$ cat config.mk
export PLATFORM = sky130hd
export DESIGN_NAME = sfp_link_ctrl
export DESIGN_NICKNAME = d
export VERILOG_FILES = /design/src/rtl/sfp_link_ctrl_pkg.sv /design/src/rtl/sfp_sig_filter.sv /design/src/rtl/sfp_link_ctrl.sv
export SDC_FILE = /design/constraint.sdc
export NUM_CORES = 1
export LEC_CHECK = 0
export CAP_MARGIN = 20
export CELL_PAD_IN_SITES_DETAIL_PLACEMENT = 1
export CELL_PAD_IN_SITES_GLOBAL_PLACEMENT = 2
export CORE_ASPECT_RATIO = 1.1
export CORE_MARGIN = 5
export CORE_UTILIZATION = 37
export DETAILED_ROUTE_END_ITERATION = 7
export HOLD_SLACK_MARGIN = 0.12
export PLACE_DENSITY_LB_ADDON = 0.1
export SLEW_MARGIN = 30
export SYNTH_ARGS = -nofsm -noshare
export SYNTH_HDL_FRONTEND = slang
export SYNTH_SLANG_ARGS = --single-unit
$ cat constraint.sdc
create_clock -name i_clk -period 2.8 [get_ports i_clk]
set_input_delay 0.56 -clock i_clk [delete_from_list [all_inputs] [get_ports i_clk]]
set_output_delay 0.56 -clock i_clk [all_outputs]
set_load 0.02 [all_outputs]
$ cat src/rtl/sfp_link_ctrl_pkg.sv
// -----------------------------------------------------------------------------
// sfp_link_ctrl_pkg
// Shared definitions for the SFP link controller and any LED/debug logic that
// decodes o_state: state codes, default timing constants, the Moore output
// bundle and its decode function.
// -----------------------------------------------------------------------------
package sfp_link_ctrl_pkg;

    // Default timing at 40 MHz
    localparam int DEF_TINIT_CYC   = 12000000;  // 300 ms module init window
    localparam int DEF_TDIS_CYC    = 400;       // 10 us TX_DISABLE pulse
    localparam int DEF_LOS_DEB_CYC = 4000;      // 100 us LOS debounce
    localparam int DEF_RX_TO_CYC   = 400000;    // 10 ms receive timeout
    localparam int DEF_MAX_RETRY   = 3;

    // State codes are visible on o_state, so their values are fixed
    typedef enum logic [2:0] {
        ST_OFF       = 3'd0,
        ST_INIT      = 3'd1,
        ST_WAIT_LINK = 3'd2,
        ST_LINK_UP   = 3'd3,
        ST_FLT_DIS   = 3'd4,
        ST_LOCKOUT   = 3'd5
    } link_state_e;

    typedef struct packed {
        logic tx_dis_n;
        logic tx_en;
        logic rx_en;
        logic link_up;
        logic fault;
        logic lockout;
    } link_out_t;

    // Moore output decode; unused codes fall back to the safe all-off pattern
    function automatic link_out_t decode_outputs(input link_state_e st);
        link_out_t o;
        o = '{default: 1'b0};
        case (st)
            ST_OFF:       o = '{default: 1'b0};
            ST_INIT:      o.tx_dis_n = 1'b1;
            ST_WAIT_LINK: begin o.tx_dis_n = 1'b1; o.tx_en = 1'b1; end
            ST_LINK_UP:   begin
                o.tx_dis_n = 1'b1; o.tx_en = 1'b1;
                o.rx_en    = 1'b1; o.link_up = 1'b1;
            end
            ST_FLT_DIS:   o.fault = 1'b1;
            ST_LOCKOUT:   begin o.fault = 1'b1; o.lockout = 1'b1; end
            default:      o = '{default: 1'b0};
        endcase
        return o;
    endfunction

    function automatic int max3(input int a, input int b, input int c);
        int m;
        m = (a > b) ? a : b;
        return (m > c) ? m : c;
    endfunction

endpackage

$ cat src/rtl/sfp_sig_filter.sv
// -----------------------------------------------------------------------------
// sfp_sig_filter
// 2-FF synchronizer for an asynchronous SFP status pin, optionally followed by
// a debouncer that changes its output only after DEB_CYC consecutive
// synchronized cycles at the new level. DEB_CYC = 0 gives sync only.
// Ports:
//   clk  in  system clock
//   rst  in  asynchronous active-high reset
//   raw  in  asynchronous pin level
//   filt out synchronized (and debounced) level; RST_VAL while in reset
//            when debounced, 0 when sync only
// -----------------------------------------------------------------------------
module sfp_sig_filter #(
    parameter int   DEB_CYC = 0,
    parameter logic RST_VAL = 1'b0
) (
    input  logic clk,
    input  logic rst,
    input  logic raw,
    output logic filt
);

    logic meta_r;
    logic sync_r;

    // Two-stage synchronizer
    always_ff @(posedge clk or posedge rst) begin
        if (rst) begin
            meta_r <= 1'b0;
            sync_r <= 1'b0;
        end else begin
            meta_r <= raw;
            sync_r <= meta_r;
        end
    end

    generate
        if (DEB_CYC == 0) begin : g_sync_only
            assign filt = sync_r;
        end else begin : g_debounce
            localparam int            CW       = (DEB_CYC > 1) ? $clog2(DEB_CYC) : 1;
            localparam logic [CW-1:0] CNT_LAST = CW'(DEB_CYC - 1);

            logic [CW-1:0] cnt_r;
            logic          deb_r;

            // Count consecutive disagreeing cycles; any agreement restarts the count
            always_ff @(posedge clk or posedge rst) begin
                if (rst) begin
                    cnt_r <= {CW{1'b0}};
                    deb_r <= RST_VAL;
                end else if (sync_r == deb_r) begin
                    cnt_r <= {CW{1'b0}};
                end else if (cnt_r == CNT_LAST) begin
                    cnt_r <= {CW{1'b0}};
                    deb_r <= sync_r;
                end else begin
                    cnt_r <= cnt_r + CW'(1);
                end
            end

            assign filt = deb_r;
        end
    endgenerate

endmodule

$ cat src/rtl/sfp_link_ctrl.sv
// -----------------------------------------------------------------------------
// sfp_link_ctrl
// Sequences the SFP module (power-up TX_DISABLE hold, init window, LOS
// debounce), tracks link liveness from receiver frame strobes and runs
// bounded TX-fault recovery by pulsing TX_DISABLE.
// Ports:
//   i_clk, i_res          clock, asynchronous active-high reset
//   i_enable              link enable
//   i_sfp_los             raw SFP_LOSS_SIG (async)
//   i_sfp_tx_flt          raw SFP_TX_FLT (async)
//   i_rx_frame_ok         one-cycle strobe per valid received frame
//   i_retry_clr           one-cycle strobe, leaves LOCKOUT
//   o_sfp_tx_dis_n        SFP TX disable pin (0 = disabled)
//   o_tx_en, o_rx_en      transmitter enable, receiver output gate
//   o_link_up             link alive
//   o_fault, o_lockout    fault recovery / lockout indication
//   o_state               current state code
//   o_retry_cnt           faults consumed since last link-up
// -----------------------------------------------------------------------------
module sfp_link_ctrl
    import sfp_link_ctrl_pkg::*;
#(
    parameter int TINIT_CYC   = DEF_TINIT_CYC,
    parameter int TDIS_CYC    = DEF_TDIS_CYC,
    parameter int LOS_DEB_CYC = DEF_LOS_DEB_CYC,
    parameter int RX_TO_CYC   = DEF_RX_TO_CYC,
    parameter int MAX_RETRY   = DEF_MAX_RETRY
) (
    input  logic       i_clk,
    input  logic       i_res,
    input  logic       i_enable,
    input  logic       i_sfp_los,
    input  logic       i_sfp_tx_flt,
    input  logic       i_rx_frame_ok,
    input  logic       i_retry_clr,
    output logic       o_sfp_tx_dis_n,
    output logic       o_tx_en,
    output logic       o_rx_en,
    output logic       o_link_up,
    output logic       o_fault,
    output logic       o_lockout,
    output logic [2:0] o_state,
    output logic [1:0] o_retry_cnt
);

    localparam int            TMAX      = max3(TINIT_CYC, TDIS_CYC, RX_TO_CYC);
    localparam int            TW        = (TMAX > 1) ? $clog2(TMAX) : 1;
    localparam logic [TW-1:0] TINIT_LD  = TW'(TINIT_CYC - 1);
    localparam logic [TW-1:0] TDIS_LD   = TW'(TDIS_CYC - 1);
    localparam logic [TW-1:0] RX_TO_LD  = TW'(RX_TO_CYC - 1);
    localparam logic [1:0]    RETRY_MAX = 2'(MAX_RETRY);

    logic          los_deb_s;
    logic          flt_s;
    link_state_e   state_r, state_nxt_s;
    logic [TW-1:0] timer_r, timer_nxt_s;
    logic [1:0]    retry_r, retry_nxt_s;
    logic          expire_s;
    logic          go_fault_s;
    link_out_t     out_r;

    sfp_sig_filter #(.DEB_CYC(LOS_DEB_CYC), .RST_VAL(1'b1)) u_los_filter (
        .clk  (i_clk),
        .rst  (i_res),
        .raw  (i_sfp_los),
        .filt (los_deb_s)
    );

    sfp_sig_filter #(.DEB_CYC(0), .RST_VAL(1'b0)) u_flt_filter (
        .clk  (i_clk),
        .rst  (i_res),
        .raw  (i_sfp_tx_flt),
        .filt (flt_s)
    );

    assign expire_s = (timer_r == {TW{1'b0}});

    // Next-state, timer and retry-count logic
    always_comb begin
        state_nxt_s = state_r;
        timer_nxt_s = expire_s ? {TW{1'b0}} : (timer_r - TW'(1));
        retry_nxt_s = retry_r;
        go_fault_s  = 1'b0;

        case (state_r)
            ST_OFF: begin
                if (i_enable) begin
                    state_nxt_s = ST_INIT;
                    timer_nxt_s = TINIT_LD;
                end else begin
                    timer_nxt_s = {TW{1'b0}};
                end
            end
            ST_INIT: begin
                // Fault is ignored until the init window ends
                if (!i_enable) begin
                    state_nxt_s = ST_OFF;
                end else if (expire_s && flt_s) begin
                    go_fault_s = 1'b1;
                end else if (expire_s) begin
                    state_nxt_s = ST_WAIT_LINK;
                    timer_nxt_s = RX_TO_LD;
                end else begin
                    state_nxt_s = ST_INIT;
                end
            end
            ST_WAIT_LINK: begin
                // Timeout here only restarts the wait: a missing peer is not an error
                if (!i_enable) begin
                    state_nxt_s = ST_OFF;
                end else if (flt_s) begin
                    go_fault_s = 1'b1;
                end else if (expire_s) begin
                    timer_nxt_s = RX_TO_LD;
                end else if (i_rx_frame_ok && !los_deb_s) begin
                    state_nxt_s = ST_LINK_UP;
                    timer_nxt_s = RX_TO_LD;
                    retry_nxt_s = 2'd0;
                end else begin
                    state_nxt_s = ST_WAIT_LINK;
                end
            end
            ST_LINK_UP: begin
                if (!i_enable) begin
                    state_nxt_s = ST_OFF;
                end else if (flt_s) begin
                    go_fault_s = 1'b1;
                end else if (los_deb_s || expire_s) begin
                    state_nxt_s = ST_WAIT_LINK;
                    timer_nxt_s = RX_TO_LD;
                end else if (i_rx_frame_ok) begin
                    timer_nxt_s = RX_TO_LD;
                end else begin
                    state_nxt_s = ST_LINK_UP;
                end
            end
            ST_FLT_DIS: begin
                if (!i_enable) begin
                    state_nxt_s = ST_OFF;
                end else if (expire_s) begin
                    state_nxt_s = ST_INIT;
                    timer_nxt_s = TINIT_LD;
                end else begin
                    state_nxt_s = ST_FLT_DIS;
                end
            end
            ST_LOCKOUT: begin
                if (i_retry_clr) begin
                    state_nxt_s = ST_OFF;
                    retry_nxt_s = 2'd0;
                end else begin
                    state_nxt_s = ST_LOCKOUT;
                end
            end
            default: begin
                state_nxt_s = ST_OFF;
                timer_nxt_s = {TW{1'b0}};
            end
        endcase

        // Fault entry: lockout once the retry budget is spent, else pulse TX_DISABLE
        if (go_fault_s) begin
            if (retry_r >= RETRY_MAX) begin
                state_nxt_s = ST_LOCKOUT;
            end else begin
                state_nxt_s = ST_FLT_DIS;
                retry_nxt_s = retry_r + 2'd1;
                timer_nxt_s = TDIS_LD;
            end
        end else begin
            retry_nxt_s = retry_nxt_s;
        end
    end

    // State, timer, retry count and Moore outputs (decoded from next state so
    // the outputs change on the same edge as the state)
    always_ff @(posedge i_clk or posedge i_res) begin
        if (i_res) begin
            state_r <= ST_OFF;
            timer_r <= {TW{1'b0}};
            retry_r <= 2'd0;
            out_r   <= '{default: 1'b0};
        end else begin
            state_r <= state_nxt_s;
            timer_r <= timer_nxt_s;
            retry_r <= retry_nxt_s;
            out_r   <= decode_outputs(state_nxt_s);
        end
    end

    assign o_sfp_tx_dis_n = out_r.tx_dis_n;
    assign o_tx_en        = out_r.tx_en;
    assign o_rx_en        = out_r.rx_en;
    assign o_link_up      = out_r.link_up;
    assign o_fault        = out_r.fault;
    assign o_lockout      = out_r.lockout;
    assign o_state        = state_r;
    assign o_retry_cnt    = retry_r;

endmodule

After elaboration in Yosys (flattened, before gate mapping) --
Cells that the tools add are included.
Cells by class: mux-type cells 56, bitwise operators 1, add/subtract/negate cells 3, eq/ne operators 12, $lt $le $gt $ge 1, reduce and logical (&&, ||, !) cells 11
Operators by type and width (count):
- 2-to-1 mux 24 bit | 17
- one-hot mux 24 bit (6 select lines) | 1
- 2-to-1 mux 3 bit | 14
- logical NOT 24 bit | 1
- 2-to-1 mux 12 bit | 2
- subtractor 24 x 1 -> 24 bit (second input constant) | 1
- 2-to-1 mux 2 bit | 9
- one-hot mux 3 bit (6 select lines) | 1
- adder 12 x 1 -> 12 bit (second input constant) | 1
- equality test 12 bit (second input constant) | 1
- equality test 3 x 2 -> 1 bit (second input constant) | 4
- equality test 3 bit (second input constant) | 4
- 2-to-1 mux 1 bit | 10
- equality test 3 x 1 -> 1 bit (second input constant) | 2
- OR reduction 2 bit | 3
- one-hot mux 2 bit (2 select lines) | 1
- logical NOT 3 bit | 1
- OR reduction 3 bit | 1
- adder 2 x 1 -> 2 bit (second input constant) | 1
- >= comparator 2 bit (second input constant) | 1
- logical AND 1 bit | 2
- one-hot mux 1 bit (2 select lines) | 1
- AND reduction 2 bit | 1
- equality test 1 bit | 1
- 3 further kinds | 3
Storage, ports and cells: word-level logic and storage cells 99, flip-flop bits (word level) 52, output and inout bits 11

Longest topological paths before layout --
Gate-level depths: netlist of the first run.
word-level depth 11, mapped depth 9, depth with buffers taken out 8

Hierarchy --
A second synthesis of the first run with hierarchy kept.
Unflattened totals: cells, all modules 293, area total of the unflattened synthesis 2857.7 sq um
By module, submodules not included:
- sfp_link_ctrl | seq. area each 850.8 sq um, area each 2097.0 sq um, cells an instance 225, times used 1
- sfp_sig_filter at u_los_filter | seq. area each 376.6 sq um, area each 706.9 sq um, cells an instance 65, times used 1
- sfp_sig_filter at u_flt_filter | seq. area each 50.0 sq um, area each 53.8 sq um, cells an instance 3, times used 1

Worst setup path before layout of the first run --
No wires, ideal clock.
path kind in2reg, from input i_enable, to register retry_r[0], in the netlist o_retry_cnt[0], arrival time 2.015 ns, buffers on the path 1, data required time 2.675 ns, stages 7, slack 0.661 ns, cell sequence clkbuf_1 > nor2b_1 > o211ai_1 > nor2_1 > o21a_1 > a221oi_1 > mux2_2
Between the ends: word-level cells in the longest chain between the ends 4, elaborated cells on any way between the ends 7, classes of those cells mux (7)
Ends and longest elaborated chain:
- start, declared | RTL line sfp_link_ctrl.sv:31 | input logic i_enable,
- 2-to-1 mux 2 bit | RTL line sfp_link_ctrl.sv:109 | if (!i_enable) begin
- one-hot mux 2 bit (2 select lines) | RTL line sfp_link_ctrl.sv:85 | case (state_r)
- 2-to-1 mux 2 bit | RTL line sfp_link_ctrl.sv:163 | if (retry_r >= RETRY_MAX) begin
- 2-to-1 mux 2 bit (*) | RTL line sfp_link_ctrl.sv:162 | if (go_fault_s) begin
- named net retry_nxt_s[0] | RTL line sfp_link_ctrl.sv:57 | logic [1:0] retry_r, retry_nxt_s;
- end signal, assigned | RTL line sfp_link_ctrl.sv:186 | retry_r <= retry_nxt_s;
- end, declared | RTL line sfp_link_ctrl.sv:57
The timed path passes the listed nets; every way through them passes the cells marked *. A chain may end at the register's enable or synchronous reset.

Final worst setup path of the first run --
from register timer_r[0], to register timer_r[18]
Between the ends: word-level cells in the longest chain between the ends 9, elaborated cells on any way between the ends 24, classes of those cells add/sub (1); mux (20); reduce/logical (3)
Ends and longest elaborated chain:
- start, declared | RTL line sfp_link_ctrl.sv:56 | logic [TW-1:0] timer_r, timer_nxt_s;
- start signal, assigned | RTL line sfp_link_ctrl.sv:180 | timer_r <= {TW{1'b0}};
- start signal, assigned | RTL line sfp_link_ctrl.sv:185 | timer_r <= timer_nxt_s;
- subtractor 24 x 1 -> 24 bit / logical NOT 24 bit (equally long branches) | RTL line sfp_link_ctrl.sv:81, sfp_link_ctrl.sv:76
- 2-to-1 mux 24 bit | RTL line sfp_link_ctrl.sv:81 | timer_nxt_s = expire_s ? {TW{1'b0}} : (timer_r - TW'(1));
- 2-to-1 mux 24 bit (on tied branches) | RTL line sfp_link_ctrl.sv:131, sfp_link_ctrl.sv:115
- 2-to-1 mux 24 bit (on tied branches) | RTL line sfp_link_ctrl.sv:128, sfp_link_ctrl.sv:113
- 2-to-1 mux 24 bit (on tied branches) | RTL line sfp_link_ctrl.sv:126, sfp_link_ctrl.sv:111
- 2-to-1 mux 24 bit (on tied branches) | RTL line sfp_link_ctrl.sv:124, sfp_link_ctrl.sv:109
- one-hot mux 24 bit (6 select lines) | RTL line sfp_link_ctrl.sv:85
- 2-to-1 mux 24 bit | RTL line sfp_link_ctrl.sv:163
- 2-to-1 mux 24 bit (*) | RTL line sfp_link_ctrl.sv:162
- named net timer_nxt_s[18] | RTL line sfp_link_ctrl.sv:56
Marks and branches as above.

==> results of run 1 <==
-- synthesized netlist by cell type (2+ instances only) --
| cell | count |
|---|---|
| a2111oi_0 | 2 |
| a211o_1 | 2 |
| a211oi_1 | 5 |
| a21oi_1 | 12 |
| a22o_1 | 2 |
| and2_1 | 2 |
| buf_1 | 2 |
| clkbuf_1 | 8 |
| dfrtp_1 | 50 |
| ha_1 | 3 |
| inv_1 | 15 |
| mux2_2 | 2 |
| nand2_1 | 28 |
| nand3_1 | 8 |
| nand4_1 | 5 |
| nor2_1 | 52 |
| nor2b_1 | 5 |
| nor3_1 | 15 |
| nor4_1 | 6 |
| nor4_4 | 2 |
| o211ai_1 | 5 |
| o21a_1 | 6 |
| o21ai_0 | 17 |
| o21ai_1 | 5 |
| o22ai_1 | 6 |
| o31ai_1 | 2 |
| or2_2 | 2 |
| or3_1 | 3 |
| or4_1 | 3 |
| xnor2_1 | 20 |
| xor2_1 | 12 |
-- stage by stage --
step / hold WS [ns] / std cells / util (%) / setup WS (ns)
6_report: 0.362 / 462 / 43.8 / 0.230
2_1_floorplan: 0.331 / 329 / - / 0.661
5_1_grt: 0.380 / 462 / 43.8 / 0.132
3_5_place_dp: 0.342 / 454 / 42.0 / 0.127
4_1_cts: 0.367 / 462 / 43.8 / 0.236
3_3_place_gp: 0.335 / 454 / 42.0 / 0.111
-- per-layer routing --
metal / part of all wire, % / wire length, um / GRT usage [%]
met4: 1.9 / 149 / 4.99
met5: 0 / 0 / 0
met2: 48 / 3820 / 31.6
met1: 48 / 3770 / 23.1
met3: 2.2 / 173 / 2.63
-- cell usage in the layout (no fill, tap or decap), types with 6 or more instances in the layout --
| master | n |
|---|---|
| dfrtp_1 | 50 |
| o21a_1 | 6 |
| xor2_1 | 12 |
| o21ai_0 | 17 |
| xnor2_1 | 20 |
| buf_4 | 11 |
| nand3_1 | 8 |
| o22ai_1 | 6 |
| nor4_1 | 6 |
| clkdlybuf4s50_1 | 17 |
| a21oi_1 | 12 |
| inv_1 | 14 |
| nor2_1 | 52 |
| nor3_1 | 15 |
| nand2_1 | 28 |
-- power breakdown --
group	switching, mW	internal [mW]
clock network	0.260	0.356
logic	0.146	0.116
registers	0.0625	0.780
total	0.469	1.25
-- layout make-up --
class                   instances  area, um^2
repair buffers                 29         273
well taps                     108         135
fillers                       922        4380
clock inverters                 3        67.6
inverters                      15        56.3
clock buffers                   5        68.8
multi-input cells             251        1530
flip-flops and latches         51        1280
-- registers in the layout (all words and copies together) (netlist names) --
| signal | cells |
|---|---|
| timer_r | 24 |
| o_lockout | 1 |
| o_sfp_tx_dis_n | 1 |
| u_los_filter.g_debounce.cnt_r | 12 |
| o_tx_en | 1 |
| u_flt_filter.filt | 1 |
| o_state | 3 |
| u_flt_filter.meta_r | 1 |
| u_los_filter.sync_r | 1 |
| u_los_filter.meta_r | 1 |
| u_los_filter.filt | 1 |
| o_fault | 1 |
| o_retry_cnt | 2 |
| o_link_up | 1 |
-- how the worst min path moves through the flow --
| stage | from | endpoint | slack [ns] | depth (start not counted) |
|---|---|---|---|---|
| final | u_los_filter.meta_r$_DFF_PP0_ | u_los_filter.sync_r$_DFF_PP0_ | 0.36 | 0 |
| after global routing | u_los_filter.meta_r$_DFF_PP0_ | u_los_filter.sync_r$_DFF_PP0_ | 0.38 | 0 |
| after CTS | u_los_filter.meta_r$_DFF_PP0_ | u_los_filter.sync_r$_DFF_PP0_ | 0.37 | 0 |
| after detailed placement | u_los_filter.meta_r$_DFF_PP0_ | u_los_filter.sync_r$_DFF_PP0_ | 0.34 | 0 |
| after global placement | u_los_filter.meta_r$_DFF_PP0_ | u_los_filter.sync_r$_DFF_PP0_ | 0.34 | 0 |
| after floorplan | u_flt_filter.meta_r$_DFF_PP0_ | u_flt_filter.filt$_DFF_PP0_ | 0.33 | 0 |
-- cell families (layout without fill, tap and decap cells) --
| logic type | after synthesis | after routing | share of synthesized area (%) |
|---|---|---|---|
| AO/OA/AOI/OAI | 73 | 73 | 16.1 |
| multiplexers | 2 | 2 | 0.772 |
| AND/OR/NAND/NOR | 141 | 141 | 24.7 |
| flip-flops | 51 | 51 | 43.8 |
| XOR/XNOR | 32 | 32 | 9.61 |
| buffers and inverters | 27 | 52 | 3.65 |
| adder cells (fa/ha/maj) | 3 | 3 | 1.29 |
-- worst max-delay path: stages (launching register included) --
cell      delay [ns]
dfrtp_1         0.42
inv_1           0.07
ha_1            0.17
nor3b_2         0.34
nand3_1         0.22
or3_1           0.55
a21oi_1         0.20
buf_4           0.16
nor2_1          0.05
a211oi_1        0.28
==> results_dict.tcl, run 1 <==
set metrics [dict create \
    post-cts-setup-buffer-count 0 \
    syn_to_final_growth_pct 17.0 \
    status "finished clean" \
    yosysWarningCount 0 \
    p_per_area_mw_per_mm2 505 \
    cts.hold.buffers_added 0 \
    hold_viol_final 0 \
    h-tree-depth 2 \
    slew_viol_final 0 \
    ioPinCount 18 \
    ant_nets 0 \
    rrSetupSlack_ns 0.23 \
    max-vdd-ir-drop_v 0.000292 \
    clock_path_buffers 2 \
    numCtsBuffers 5 \
    dieWidth_um 94.6 \
    io_buffers 17 \
    dr.pass1.iters 4 \
    min_path_type "flop to flop" \
    path_clk_slew_ns 0.10 \
    num_rows 34 \
    worstSetupEndpointType "flop" \
    tightest_slew_ns 0.741 \
    total_power_mw 1.72 \
    num_vias 2486 \
    grt-ovfl-total 0 \
    crit_type "flop to flop" \
    synth_top_area_cell "dfrtp_1" \
    ys_ff_latch 51 \
    dpl_cell_area_mm2 0.00327 \
    netlist.area_leader.share_pct 42.9 \
    cts_tree "built" \
    ys_types 53 \
    design_area_mm2 0.00341 \
    dieArea_mm2 0.00976 \
    min_period_ns 2.57 \
    cap_violations 0 \
    grt_pass1_vias 2679 \
    grt_first_pass_wirelength_um 13700 \
    synth_edf_count 0 \
    r2r_cells 9 \
    syn_avg_cell_area_um2 8.86 \
    startpoint "timer_r[0]$_DFF_PP0_" \
    drc 0 \
    synthFlopType "dfrtp_1" \
    gp_congestion 0.828 \
    cts_resized 0 \
    leakage_nw 1.37 \
    timing.slew.headroom_pct 50.6 \
    seq_area_frac_synth_pct 43.8 \
    period_share_pct 91.8 \
    wl_per_cell_um 17.1 \
    drt-total-wl_um 7920 \
    required_ns 3.01 \
    finalSetupTns_ns 0 \
    syn_nets 339 \
    worst-path-max-fanout 11 \
    drive_above_1_share_pct 9.32 \
    via_per_inst 5.38 \
    grt.total_usage_pct 18.0 \
    syn_inst 329 \
    die_h_um 103 \
    layout.nets 363 \
    r2r-end "timer_r[18]$_DFF_PP0_" \
    synthTopCellsByArea "dfrtp_1 43%, nor2_1 6.7%, xnor2_1 6.0%, nand2_1 3.6%, xor2_1 3.6%" \
    rr_startpoint "timer_r[0]$_DFF_PP0_" \
    antenna_cells 0 \
    finClkSkew_ns 0.00799 \
    setup_viol 0 \
    rsz0062_at_grt "false" \
    cp.arrival_ns 2.78 \
    synth_area_mm2 0.00292 \
    hpwl_um 5960 \
    crit_path_start_kind "flop" \
    clock.fmax_mhz 389 \
    cp-endpoint "timer_r[18]$_DFF_PP0_" \
    ys_async_sr_fraction_pct 100 \
    clockRootBuffer "clkbuf_8" \
    antenna_found_initial 0 \
    start_util_pct 37.4 \
    clock_sinks 51 \
    clock_latency_ns 0.31 \
    core-area_mm2 0.00778 \
    first_iter_violations 128 \
    grt_max_degree 30 \
]
No activity file was read; power rests on OpenSTA's default activity.
==> run 2: changes to the inputs <==
--- a/config.mk
+++ b/config.mk
@@ -10,7 +10,7 @@
 export CELL_PAD_IN_SITES_GLOBAL_PLACEMENT = 2
 export CORE_ASPECT_RATIO = 1.1
 export CORE_MARGIN = 5
-export CORE_UTILIZATION = 37
+export CORE_UTILIZATION = 40
 export DETAILED_ROUTE_END_ITERATION = 7
 export HOLD_SLACK_MARGIN = 0.12
 export PLACE_DENSITY_LB_ADDON = 0.1
==> constraint.sdc (replaced) <==
create_clock -name i_clk -period 3.2 [get_ports i_clk]
set_input_delay 0.64 -clock i_clk [delete_from_list [all_inputs] [get_ports i_clk]]
set_output_delay 0.64 -clock i_clk [all_outputs]
set_load 0.02 [all_outputs]
==> run 2 against run 1 <==
Fmax fell by 0.87%. Critical path depth is the same. Cell count down 5.6%. Clock-buffer cell count up 2.
==> results_dict.tcl, run 2 (synthesis gave the netlist of run 1 again) <==
set metrics [dict create \
    status "finished clean" \
    crit_type "flop to flop" \
    p_sw_share_pct 28.9 \
    numCtsBuffers 5 \
    min_period_ns 2.59 \
    cts.hold.buffers_added 0 \
    num_vias 2475 \
    clock.fmax_mhz 386 \
    slew_viol_final 0 \
    top_register "timer_r" \
    ant_nets 0 \
    ioPinCount 18 \
    wl_met3_um 182 \
    preCtsSetupSlack_ns 0.576 \
    largest_reg_flops 24 \
    path_clk_slew_ns 0.09 \
    setup_viol 0 \
    period_share_pct 81.0 \
    grt-ovfl-total 0 \
    dr.pass1.iters 4 \
    p_per_area_mw_per_mm2 407 \
    cts_resized 0 \
    drive_above_1_share_pct 8.26 \
    gp_congestion 0.842 \
    start_util_pct 41.4 \
    cts_tree "built" \
    finalSetupTns_ns 0 \
    grt_max_degree 45 \
    worst_slack_ns 0.608 \
    drt-total-wl_um 7540 \
    cp_cell_sequence "inv_1 > ha_1 > nor3b_2 > buf_4 > nand3_1 > or3_1 > a21oi_1 > nor2_1 > a211oi_1" \
    worst-path-max-fanout 11 \
    clockRootBuffer "clkbuf_8" \
    timing.slew.headroom_pct 47.2 \
    p_int_mw 0.956 \
    path_depth 9 \
    met2_length_um 3630 \
    first_iter_violations 157 \
    wl_met1_um 3590 \
    hold-path-cell-count 0 \
    slowest_stage "or3_1" \
    dieArea_mm2 0.00910 \
    max-vdd-ir-drop_v 0.000199 \
    die_h_um 99.5 \
    leakage_nw 1.33 \
    io_buffers 17 \
    cap_violations 0 \
    path_buf_inv 2 \
    grt.total_usage_pct 17.7 \
    layout.nets 360 \
    slowest_delay_ns 0.57 \
    total_power_mw 1.35 \
    min_path_type "flop to flop" \
    dieWidth_um 91.4 \
    hpwl_um 5630 \
    wl_per_cell_um 17.3 \
    r2r_cells 9 \
    antenna_cells 0 \
    num_rows 32 \
    final_common_cell "nor2_1" \
    post-cts-setup-buffer-count 0 \
    drc 0 \
    finClkSkew_ns 0.0108 \
    grt_pass1_vias 2634 \
    layout_common_cells "52 x nor2_1, 50 x dfrtp_1, 28 x nand2_1" \
    antenna_found_initial 0 \
    tightest_slew_ns 0.792 \
    p_seq_share_pct 55.1 \
    p_comb_share_pct 16.2 \
    hold_viol_final 0 \
    fillers 829 \
    crit_family "simple AND/OR/NAND/NOR gates" \
    crit_path_start_kind "flop" \
    core-area_mm2 0.00705 \
    clkPwrFrac_pct 28.7 \
    cp.arrival_ns 2.81 \
    required_ns 3.42 \
    worstSetupEndpointType "flop" \
    clock_path_buffers 2 \
    p_switching_mw 0.389 \
    syn_to_final_growth_pct 13.3 \
    clock_sinks 51 \
    grt_first_pass_wirelength_um 13200 \
    clock_latency_ns 0.31 \
    h-tree-depth 2 \
    highest_layer "met4" \
    rsz0062_at_grt "false" \
    via_per_inst 5.68 \
]
[run 2: cell count changes in the layout (fill, tap and decap cells not counted), sizes merged]
cell      before  now
bufinv         2    0
clkinvlp       1    0
clkbuf         5    7
inv           15   14
clkinv         0    2
buf           12    9
[run 2: final timing paths]
check | startpoint | to | slack [ns]
worst min-delay path | u_los_filter.meta_r$_DFF_PP0_ | u_los_filter.sync_r$_DFF_PP0_ | 0.36
worst min register to register | u_los_filter.meta_r$_DFF_PP0_ | u_los_filter.sync_r$_DFF_PP0_ | 0.36
worst max register to register | timer_r[0]$_DFF_PP0_ | timer_r[18]$_DFF_PP0_ | 0.61
max in group asynchronous | i_res | u_los_filter.g_debounce.cnt_r[11]$_DFF_PP0_ | 1.86
min in group asynchronous | i_res | o_tx_en$_DFF_PP0_ | 0.76
worst max-delay path | timer_r[0]$_DFF_PP0_ | timer_r[18]$_DFF_PP0_ | 0.61
[run 2: final cells by class]
cell class              count  area [um^2]  share of cell area [%]
multi-input cells         251         1530                    46.4
flip-flops and latches     51         1280                    38.7
repair buffers             26          238                    7.20
well taps                  85          106                    3.22
clock buffers               7         86.3                    2.61
inverters                  15         57.6                    1.74
clock inverters             1         5.00                   0.152
[run 2: worst register-to-register path, stage by stage (launching register included)]
cell and delay (ns):
dfrtp_1 0.42, inv_1 0.07, ha_1 0.17, nor3b_2 0.16, buf_4 0.16, nand3_1 0.14, or3_1 0.57, a21oi_1 0.48
nor2_1 0.10, a211oi_1 0.23
[run 2: through the flow]
| step | cells | hold slack (ns) | area (um^2) | util, % |
|---|---|---|---|---|
| 2_1_floorplan | 329 | 0.331 | 2920 | - |
| 3_3_place_gp | 428 | 0.340 | 3210 | 45.5 |
| 3_5_place_dp | 428 | 0.339 | 3210 | 45.5 |
| 4_1_cts | 436 | 0.362 | 3300 | 46.8 |
| 5_1_grt | 436 | 0.366 | 3300 | 46.9 |
| 6_report | 436 | 0.355 | 3300 | 46.9 |
[run 2: power groups by stage]
stage	logic, mW	registers (mW)	clock network, mW
after global placement	0.215	0.752	0
after global routing	0.245	0.749	0.441
after detailed placement	0.218	0.754	0
after floorplan	0.166	0.737	0
final	0.218	0.741	0.386
after CTS	0.221	0.741	0.410
[run 2: metal layers]
layer  track usage (%)  up-vias
met5                 0        -
met4              5.30        0
met3              2.72       17
met2              29.0       34
met1              24.1     1216
li1                  -     1208
